<file path="src/rtl/cc_transi_sequencer.sv">
// cc_transi_sequencer: drives a downstream selector through a fill/hold/clear
// transition pattern, stepping the pattern once every TICKCYCLES clocks.
module cc_transi_sequencer #(
    parameter int TRANSISEQ_TRANSIWIDTH = 8,
    parameter int TRANSISEQ_SELECTWIDTH = 1,
    parameter int TRANSISEQ_TICKCYCLES  = 4,
    parameter int TRANSISEQ_HOLDSTEPS   = 2
) (
    input  logic                             CC_TRANSISEQ_CLOCK_50,
    input  logic                             CC_TRANSISEQ_RESET_InHigh,
    input  logic                             CC_TRANSISEQ_start_In,
    output logic [TRANSISEQ_SELECTWIDTH-1:0] CC_TRANSISEQ_select_OutBUS,
    output logic [TRANSISEQ_TRANSIWIDTH-1:0] CC_TRANSISEQ_TRANSI_OutBUS,
    output logic                             CC_TRANSISEQ_busy_Out,
    output logic                             CC_TRANSISEQ_done_Out
);
    localparam int W  = TRANSISEQ_TRANSIWIDTH;
    localparam int TW = TRANSISEQ_TICKCYCLES > 1 ? $clog2(TRANSISEQ_TICKCYCLES) : 1;
    localparam int HW = TRANSISEQ_HOLDSTEPS > 1 ? $clog2(TRANSISEQ_HOLDSTEPS) : 1;

    typedef enum logic [2:0] {IDLE, FILL, HOLD, CLEAR, DONE} state_t;

    state_t          state_q, state_d;
    logic [TW-1:0]   tick_q, tick_d;
    logic [HW-1:0]   hold_q, hold_d;
    logic [W-1:0]    transi_q, transi_d;
    logic            busy_q, done_q;
    logic            run, step;

    assign run  = state_q inside {FILL, HOLD, CLEAR};
    assign step = tick_q == TW'(TRANSISEQ_TICKCYCLES - 1);

    always_comb begin
        state_d  = state_q;
        transi_d = transi_q;
        hold_d   = hold_q;
        tick_d   = run ? (step ? '0 : tick_q + 1'b1) : '0;
        case (state_q)
            IDLE: if (CC_TRANSISEQ_start_In) begin
                state_d  = FILL;
                transi_d = W'(1);
            end
            FILL: if (step) begin
                if (&transi_q) begin
                    state_d = HOLD;
                    hold_d  = '0;
                end else transi_d = (transi_q << 1) | W'(1);
            end
            HOLD: if (step) begin
                if (hold_q == HW'(TRANSISEQ_HOLDSTEPS - 1)) begin
                    state_d  = CLEAR;
                    transi_d = transi_q << 1;
                end else hold_d = hold_q + 1'b1;
            end
            CLEAR: if (step) begin
                if (transi_q == '0) state_d = DONE;
                else transi_d = transi_q << 1;
            end
            DONE: begin
                state_d  = IDLE;
                transi_d = '0;
            end
            default: state_d = IDLE;
        endcase
    end

    // Flags are computed from the next state so every output leaves a flop.
    always_ff @(posedge CC_TRANSISEQ_CLOCK_50 or posedge CC_TRANSISEQ_RESET_InHigh) begin
        if (CC_TRANSISEQ_RESET_InHigh) begin
            state_q  <= IDLE;
            tick_q   <= '0;
            hold_q   <= '0;
            transi_q <= '0;
            busy_q   <= 1'b0;
            done_q   <= 1'b0;
        end else begin
            state_q  <= state_d;
            tick_q   <= tick_d;
            hold_q   <= hold_d;
            transi_q <= transi_d;
            busy_q   <= state_d inside {FILL, HOLD, CLEAR};
            done_q   <= state_d == DONE;
        end
    end

    assign CC_TRANSISEQ_select_OutBUS = TRANSISEQ_SELECTWIDTH'(busy_q);
    assign CC_TRANSISEQ_TRANSI_OutBUS = transi_q;
    assign CC_TRANSISEQ_busy_Out      = busy_q;
    assign CC_TRANSISEQ_done_Out      = done_q;
endmodule

</file>
<file path="config.mk">
export PLATFORM = sky130hd
export DESIGN_NAME = cc_transi_sequencer
export DESIGN_NICKNAME = d
export VERILOG_FILES = /design/src/rtl/cc_transi_sequencer.sv
export SDC_FILE = /design/constraint.sdc
export NUM_CORES = 1
export LEC_CHECK = 0
export ABC_AREA = 1
export BUFFER_PORTS_ARGS = -buffer_cell sky130_fd_sc_hd__buf_2
export CAP_MARGIN = 40
export CORE_MARGIN = 3
export CORE_UTILIZATION = 40
export CTS_CLUSTER_SIZE = 25
export DETAILED_ROUTE_END_ITERATION = 6
export GPL_TIMING_DRIVEN = 1
export PLACE_DENSITY = 0.6
export SETUP_SLACK_MARGIN = 0.1
export SLEW_MARGIN = 20
export SYNTH_ARGS = -nofsm -noshare
export SYNTH_HDL_FRONTEND = slang
export SYNTH_SLANG_ARGS = --single-unit
</file>
<file path="constraint.sdc">
create_clock -name CC_TRANSISEQ_CLOCK_50 -period 1.8 [get_ports CC_TRANSISEQ_CLOCK_50]
set_input_delay 0.36 -clock CC_TRANSISEQ_CLOCK_50 [delete_from_list [all_inputs] [get_ports CC_TRANSISEQ_CLOCK_50]]
set_output_delay 0.36 -clock CC_TRANSISEQ_CLOCK_50 [all_outputs]
set_load 0.05 [all_outputs]
</file>
### Yosys cells after proc, flatten, opt, wreduce, memory -nomap -nowiden

Index checks and enable logic that the tools add are counted.

| storage, ports and cells | value |
|---|---|
| output and inout port bits | 11 |
| input port bits | 3 |
| register bits after elaboration | 16 |

| operators by class | value |
|---|---|
| eq/ne operators | 17 |
| reductions and logical operators | 9 |
| multiplexer cells | 23 |
| add/subtract/negate cells | 2 |

Operators with widths:

| operator | count |
|---|---|
| two-way mux 8 bit | 7 |
| one-hot mux 8 bit (5 select lines) | 1 |
| two-way mux 3 bit | 7 |
| AND reduction 8 bit | 2 |
| != test 2 bit, second input constant | 7 |
| equality test 3 x 2 -> 1 bit, second input constant | 4 |
| one-hot mux 3 bit (4 select lines) | 1 |
| logical NOT 8 bit | 1 |
| equality test 3 x 1 -> 1 bit, second input constant | 2 |
| equality test 3 bit, second input constant | 2 |
| nonzero test 3 bit | 2 |
| nonzero test 5 bit | 1 |
| two-way mux 1 bit | 4 |
| two-way mux 2 bit | 2 |
| AND reduction 4 bit | 1 |
| logical NOT 3 bit | 1 |
| adder 2 x 1 -> 2 bit, second input constant | 1 |
| equality test 2 bit, second input constant | 1 |
| != test 2 x 1 -> 1 bit, second input constant | 1 |
| one-hot mux 1 bit (2 select lines) | 1 |
| nonzero test 2 bit | 1 |
| adder 1 bit, second input constant | 1 |

### Depth between registers and ports, before layout

Gate-level depths: netlist (run 1).

| depth | value |
|---|---|
| depth after elaboration | 6 |
| gate-level depth with buffers | 9 |

### Worst setup path after synthesis (run 1)

Ideal clock, no wire load.

| path | value |
|---|---|
| kind | reg2reg |
| from | register transi_q[3], in the netlist CC_TRANSISEQ_TRANSI_OutBUS[3] |
| to | register transi_q[3], in the netlist CC_TRANSISEQ_TRANSI_OutBUS[3] |
| cell stages (with the launch flop) | 9 |
| period minus slack after synthesis | 1.441 ns |
| buffers on the path | 0 |
| setup slack | 0.359 ns |
| library setup time | 0.066 ns |
| arrival time | 1.376 ns |
| required time | 1.734 ns |
| path through | dfrtp_1 nand2_1 nor2_1 nand2_1 nand2_1 nand2_2 nand3_4 nand2_1 nand2_1 |

| on the way | value |
|---|---|
| longest elaborated chain between the ends | 3 |
| elaborated cells between the ends (all ways) | 5 |

Ends and longest elaborated chain:

| what | line | text |
|---|---|---|
| start, declared | 26 | `logic [W-1:0] transi_q, transi_d;` |
| start signal, assigned | 80 | `transi_q <= transi_d;` |
| logical NOT 8 bit / AND reduction 8 bit (equally long branches) | 56, 44 |  |
| != test 2 bit (no line) | -- |  |
| AND reduction 8 bit (no line) * | -- |  |

Every way passes the cells marked *; elsewhere a longest branch is shown, timed or not.
A chain may end at the register's enable or synchronous reset.

### Final worst setup path (run 1)

| path | value |
|---|---|
| from | register tick_q[0] |
| to | register transi_q[2], in the netlist CC_TRANSISEQ_TRANSI_OutBUS[2] |

| on the way | value |
|---|---|
| longest elaborated chain between the ends | 3 |
| elaborated cells between the ends (all ways) | 5 |

Ends and longest elaborated chain:

| what | line | text |
|---|---|---|
| start, declared | 24 | `logic [TW-1:0] tick_q, tick_d;` |
| start signal, assigned | 78 | `tick_q <= tick_d;` |
| equality test 2 bit * | 31 | `assign step = tick_q == TW'(TRANSISEQ_TICKCYCLES - 1);` |
| != test 2 bit (no line) | -- |  |
| AND reduction 8 bit (no line) * | -- |  |

Marked as above.

==> results of run 1 <==
## path summary, 6_finish.rpt
check                                                    from                            end  slack [ns]  cells past startpoint
min reg2reg                                         tick_q[0]                      tick_q[0]        0.45                      1
max reg2reg                                         tick_q[0]  CC_TRANSISEQ_TRANSI_OutBUS[2]        0.34                      8
max                                                 tick_q[0]  CC_TRANSISEQ_TRANSI_OutBUS[2]        0.34                      8
max in group asynchronous           CC_TRANSISEQ_RESET_InHigh  CC_TRANSISEQ_TRANSI_OutBUS[3]        1.31                      2
min in group CC_TRANSISEQ_CLOCK_50      CC_TRANSISEQ_start_In                     state_q[0]        0.42                      5
min                                 CC_TRANSISEQ_RESET_InHigh          CC_TRANSISEQ_busy_Out        0.11                      2
## metal layers
metal  vias up  GRT usage  wire length, um
met5         -          0                0
met4         0     0.0894               49
met3         5     0.0254               86
met2        23      0.215              748
met1       336      0.220              852
li1        403          -                -
## cell usage after synthesis (2+ instances only)
| master | count |
|---|---|
| dfrtp_1 | 16 |
| inv_1 | 13 |
| inv_2 | 4 |
| nand2_1 | 33 |
| nand3_1 | 4 |
| nand4_1 | 9 |
| nor2_1 | 19 |
| nor2_4 | 2 |
| nor3_1 | 3 |
| o21ai_0 | 3 |
| o21ai_1 | 2 |
## repair_timing
action                                  in CTS  in global routing
endpoints found under the setup margin       0                  4
gates resized for setup                      0                  1
hold buffers                                 0                  0
## kinds of logic after synthesis
| kind of cell | share of synthesized area |
|---|---|
| and+or+nand+nor | 0.410 |
| AOI/OAI and AO/OA | 0.0341 |
| DFF | 0.455 |
| adders and majority gates | 0.0142 |
| buffers and inverters | 0.0868 |
## cell type report
class,count,area (um2)
inverter,17,63.8
timing repair buffer,14,72.6
tap,27,33.8
multi-input combinational,82,405
clock buffer,4,36.3
fill,203,1010
sequential,16,400
## registers in the layout, indices dropped and copies added (netlist names)
register and cells:
hold_q 1, CC_TRANSISEQ_busy_Out 1, tick_q 2, CC_TRANSISEQ_TRANSI_OutBUS 8
state_q 3, CC_TRANSISEQ_done_Out 1
## power groups by stage
stage	Sequential (mW)	Combinational, mW	Clock (mW)
after floorplan	0.366	0.00544	0
after CTS	0.359	0.00984	0.252
after global routing	0.359	0.0112	0.263
final	0.359	0.00911	0.249
after global placement	0.366	0.00950	0
after detailed placement	0.366	0.00975	0
## worst max-delay path: stages (launching register included)
cell and delay (ns):
dfrtp_1 0.37, ha_2 0.25, nand2_1 0.08, nand3_1 0.08, nand2_1 0.08, nor2_4 0.22
nand3_4 0.14, nand2_1 0.08, nand2_1 0.06
## per-stage QoR
step | utilization | setup slack, ns | instances
CTS | 0.499 | 0.271 | 160
finish | 0.501 | 0.338 | 160
detailed placement | 0.481 | 0.281 | 156
global placement | 0.481 | 0.362 | 156
global route | 0.501 | 0.166 | 160
floorplan | - | 0.359 | 117
==> impl_metrics.yaml, run 1 <==
placed_design:
  globalplace.congestion: 0.801
  numPortBuffers: 13
  detailedPlacementHpwl_um: 1280
  placement.cell_area_um2: 973
sta:
  post-route-min-period_ns: 1.46
  fmaxAchievable_mhz: 684
  number_of_failing_setup_endpoints_in_the_final_timing_report: 0
  worst_margin_pin_slew_ns: 0.595
  worst_clock_skew_ns: 0.000989
  pins_over_their_slew_limit: 0
  slew_headroom: 0.603
  final.setup.tns_ns: 0
  worst_hold_slack_ns: 0.106
  finalCritPeriodShare: 0.812
  grt_setup_unrepaired: "false"
  finalHoldViolations: 0
yosys:
  post_synth_main_area_contributors: "dfrtp_1 46%, nand2_1 14%, nor2_1 8.1%, nand4_1 6.4%, inv_1 5.5%"
  number_of_nets_produced_by_synthesis: 121
  synth.top_cell.area_share: 0.455
  synthDistinctLibCells: 20
  postSynthRegisterBits: 16
  syn_avg_cell_area_um2: 7.52
  syn-instance-count: 117
  synth_sequential_area_ratio: 0.455
  ys_dominant_reg_cell: "dfrtp_1"
  synthesis.yosys.warnings: 0
  synth-edff-count: 0
  ys_async_sr_fraction: 1.00
  synth.largest_area_cell: "dfrtp_1"
  synth_area_um2: 880
flow_run:
  timing.max_cap.violations: 0
run_status:
  result_of_the_run: "complete, no violations"
clock_network:
  clock_tree.root_cell: "clkbuf_4"
  h_tree_levels: 1
  clock_sink_count: 16
  clkLatencyLatePin_ns: 0.30
  clockBufferDepth: 2
  clock_transition_time_at_the_flip_flop_clock_pins_of_the_worst_setup_and_hold_paths_ns: 0.10
  cts_tree: "done"
  cts_inserted_buffers: 3
  post-cts-setup-buffers: 0
worst_setup_path:
  crit_path_max_fo: 9
  startpoint_type: "register"
  worstPathArrival_ns: 1.66
  worst-setup-path-type: "reg -> reg"
  cp-end-kind: "register"
  worstPathRequired_ns: 1.99
power:
  vdd_drop_max_mv: 0.362
  netSwitchingPower_mw: 0.133
  finalPower_mw: 0.617
  sw_ratio: 0.215
  power_frac_comb: 0.015
  clkPwrFrac: 0.403
  total_leakage_power_nw: 0.518
  p_int_mw: 0.484
  p_per_area_nw_per_um2: 610
  pwr-share-seq: 0.582
routing:
  wl_per_cell_um: 10.9
  drt_pre_antenna_iters: 4
  dr_total_vias: 767
  detail_route.wirelength_um: 1740
  remaining_drc_errors: 0
  vias_per_cell: 4.79
  first_iter_violations: 21
  antenna_violating_nets_post_route: 0
floorplan:
  boundaryPins: 14
  core_area_um2: 2020
  initial_utilization: 0.435
  die_x_um: 52.9
  rows: 16
  die_h_um: 52.9
  fp.dieArea_um2: 2800
cells_and_area:
  layout.cells.most_common: "nand2_1"
  most-common-layout-cells: "33 x nand2_1, 19 x nor2_1, 16 x dfrtp_1, 13 x inv_1, 13 x buf_2"
  share_of_final_layout_standard_cells_stronger_than_drive_strength_1: 0.226
  postLayoutCellArea_um2: 1010
  num-nets-final: 138
  areaGrowthSynthToFinish_pct: 15.1
  num_antenna_cells: 0
grt:
  grt_max_degree: 17
  grt_util_overall: 0.154
  antenna_found_initial: 0
  global_route.overflow_total: 0
  grt_pass1_wl_um: 3060
  grt_pass1_vias: 679
worst_hold_path:
  worst_hold_path_type: "in -> async"
Note: power is estimated with default switching activity, not from simulation.
==> inputs of run 2 (changes only) <==
==> constraint.sdc (replaced) <==
create_clock -name CC_TRANSISEQ_CLOCK_50 -period 1.4 [get_ports CC_TRANSISEQ_CLOCK_50]
set_input_delay 0.28 -clock CC_TRANSISEQ_CLOCK_50 [delete_from_list [all_inputs] [get_ports CC_TRANSISEQ_CLOCK_50]]
set_output_delay 0.28 -clock CC_TRANSISEQ_CLOCK_50 [all_outputs]
set_load 0.05 [all_outputs]
==> run 2 against run 1 <==
  * Maximum frequency up 8.0%
  * Count of clock-buffer cells in the layout is the same
  * Cell area up 12%
  * Clock skew up 0.0052 ns
  * Via count is 8.0% higher
  * Utilization is 6.1 points higher
  * Non-clock buffer count increased by 5
  * Worst setup slack got worse by 0.29 ns
  * First-iteration DRC count decreased by 4.8%
  * Die area did not move
==> impl_metrics.yaml, run 2 (synthesis gave the netlist of run 1 again) <==
worst_setup_path:
  critPathTopFamily: "simple AND/OR/NAND/NOR gates"
  reg2regPathDepth: 6
  crit_path_max_cell_delay_ns: 0.46
  setup.worst_path.start: "state_q[1]"
  worst-setup-path-type: "reg -> reg"
  worst-path-buf-inv: 0
  worstPathRequired_ns: 1.60
  worstSetupEndpoint: "CC_TRANSISEQ_TRANSI_OutBUS[4]"
  critical_path.reg2reg.endpoint: "CC_TRANSISEQ_TRANSI_OutBUS[4]"
  cp-end-kind: "register"
  cp_cell_sequence: "o21ai_1 > nand2_2 > nor2_4 > nand3_4 > nand2_2 > nand2_2"
  timing.critical_path.depth: 6
  critical-path-slowest-cell: "dfrtp_2"
  startpoint_type: "register"
  crit_path_max_fo: 8
  regToRegSetupSlack_ns: 0.05
  worstPathArrival_ns: 1.55
  r2r_start: "state_q[1]"
  worst_path_most_repeated_cell: "nand2_2"
routing:
  remaining_drc_errors: 0
  antenna_violating_nets_post_route: 0
  wl_per_cell_um: 11.5
  first_iter_violations: 20
  drt_pre_antenna_iters: 4
  vias_per_cell: 4.99
  detail_route.wirelength_um: 1910
  dr_total_vias: 828
sta:
  finalCritPeriodShare: 0.966
  number_of_failing_setup_endpoints_in_the_final_timing_report: 0
  post-route-min-period_ns: 1.35
  fmaxAchievable_mhz: 739
  grt_setup_unrepaired: "true"
  final.setup.tns_ns: 0
  pins_over_their_slew_limit: 0
  slew_headroom: 0.816
  worst_margin_pin_slew_ns: 0.276
  finalHoldViolations: 0
  worst_clock_skew_ns: 0.00615
placed_design:
  globalplace.congestion: 0.774
  detailedPlacementHpwl_um: 1320
  numPortBuffers: 13
clock_network:
  cts_tree: "done"
  clockBufferDepth: 2
  clock_sink_count: 16
  clock_transition_time_at_the_flip_flop_clock_pins_of_the_worst_setup_and_hold_paths_ns: 0.10
  clkLatencyLatePin_ns: 0.30
  clock_tree.root_cell: "clkbuf_4"
  cts_inserted_buffers: 3
  h_tree_levels: 1
power:
  sw_ratio: 0.222
  total_leakage_power_nw: 0.544
  clkPwrFrac: 0.358
  p_per_area_nw_per_um2: 655
  p_int_mw: 0.579
  power_frac_comb: 0.022
  finalPower_mw: 0.744
  vdd_drop_max_mv: 0.360
  netSwitchingPower_mw: 0.165
  pwr-share-seq: 0.621
cells_and_area:
  largest_register_ffs: 8
  layout.cells.most_common: "nand2_1"
  num-nets-final: 144
  nFillCells: 196
  most-common-layout-cells: "23 x nand2_1, 14 x nor2_1, 13 x inv_1"
  areaGrowthSynthToFinish_pct: 29.2
  seq_area_um2: 413
  fin_util: 0.562
  multi_input_comb_area_um2: 469
  share_of_final_layout_standard_cells_stronger_than_drive_strength_1: 0.439
  num_antenna_cells: 0
floorplan:
  boundaryPins: 14
  die_h_um: 52.9
  initial_utilization: 0.435
  core_area_um2: 2020
  fp.dieArea_um2: 2800
  rows: 16
  die_x_um: 52.9
grt:
  antenna_found_initial: 0
  grt_pass1_vias: 770
  grt_util_overall: 0.159
  grt_max_degree: 17
  grt_pass1_wl_um: 3190
  global_route.overflow_total: 0
worst_hold_path:
  worstHoldPathCells: 5
  worst_hold_path_type: "in -> reg"
  worstHoldStart: "CC_TRANSISEQ_start_In"
run_status:
  result_of_the_run: "complete, no violations"
flow_run:
  timing.max_cap.violations: 0
## run 2: cell types whose count changed in the layout (fill, tap and decap cells not counted), sizes merged
cell         previous run  this run
clkbuf                  4        11
buf                    14        11
dlygate4sd3             0         1
nor2                   22        23
## run 2: power by group through the flow
stage	clock network, mW	logic [mW]	registers, mW
floorplan	0	0.00697	0.471
global placement	0	0.0145	0.471
detailed placement	0	0.0145	0.471
CTS	0.270	0.0170	0.462
global route	0.302	0.0184	0.462
finish	0.266	0.0162	0.462
## run 2: worst register-to-register path: stages (launching register included)
cell     delay [ns]
dfrtp_2        0.46
o21ai_1        0.21
nand2_2        0.10
nor2_4         0.17
nand3_4        0.16
nand2_2        0.11
nand2_2        0.05
## run 2: how the worst min path moves through the flow
stage | endpoint | slack, ns
2_1_floorplan | CC_TRANSISEQ_busy_Out | 0.19
3_3_place_gp | hold_q | 0.29
3_5_place_dp | CC_TRANSISEQ_busy_Out | 0.29
4_1_cts | state_q[0] | 0.37
5_1_grt | state_q[0] | 0.41
6_report | state_q[0] | 0.39
## run 2: per-layer routing
| metal | vias up | global-route usage | routed length [um] |
|---|---|---|---|
| li1 | 415 | - | - |
| met1 | 399 | 0.204 | 922 |
| met2 | 9 | 0.252 | 892 |
| met5 | - | 0 | 0 |
| met3 | 5 | 0.0254 | 47 |
| met4 | 0 | 0.0894 | 47 |
## run 2: timing repair
item                                    in CTS  in global routing
pin swaps                                    8                  7
hold buffers                                 1                  0
endpoints found under the setup margin       9                 16
resized for setup                            6                 24
gates cloned                                 1                  0
setup buffers                                1                  1
endpoints found under the hold margin       16                  0
## run 2: cell type report
type,instances,share of cell area
clock buffer,4,0.0231
tap,27,0.0297
sequential,16,0.363
multi-input combinational,83,0.413
inverter,17,0.0562
timing repair buffer,19,0.115
## run 2: stage by stage
step | setup WS [ns] | std cells | hold slack [ns] | instance area [um2]
after global routing | -0.0411 | 166 | 0.407 | 1140
after detailed placement | 0.0354 | 158 | 0.292 | 998
after CTS | 0.0499 | 165 | 0.375 | 1060
final | 0.0471 | 166 | 0.392 | 1140
after global placement | 0.0680 | 158 | 0.291 | 998
after floorplan | 0.0838 | 117 | 0.193 | 896
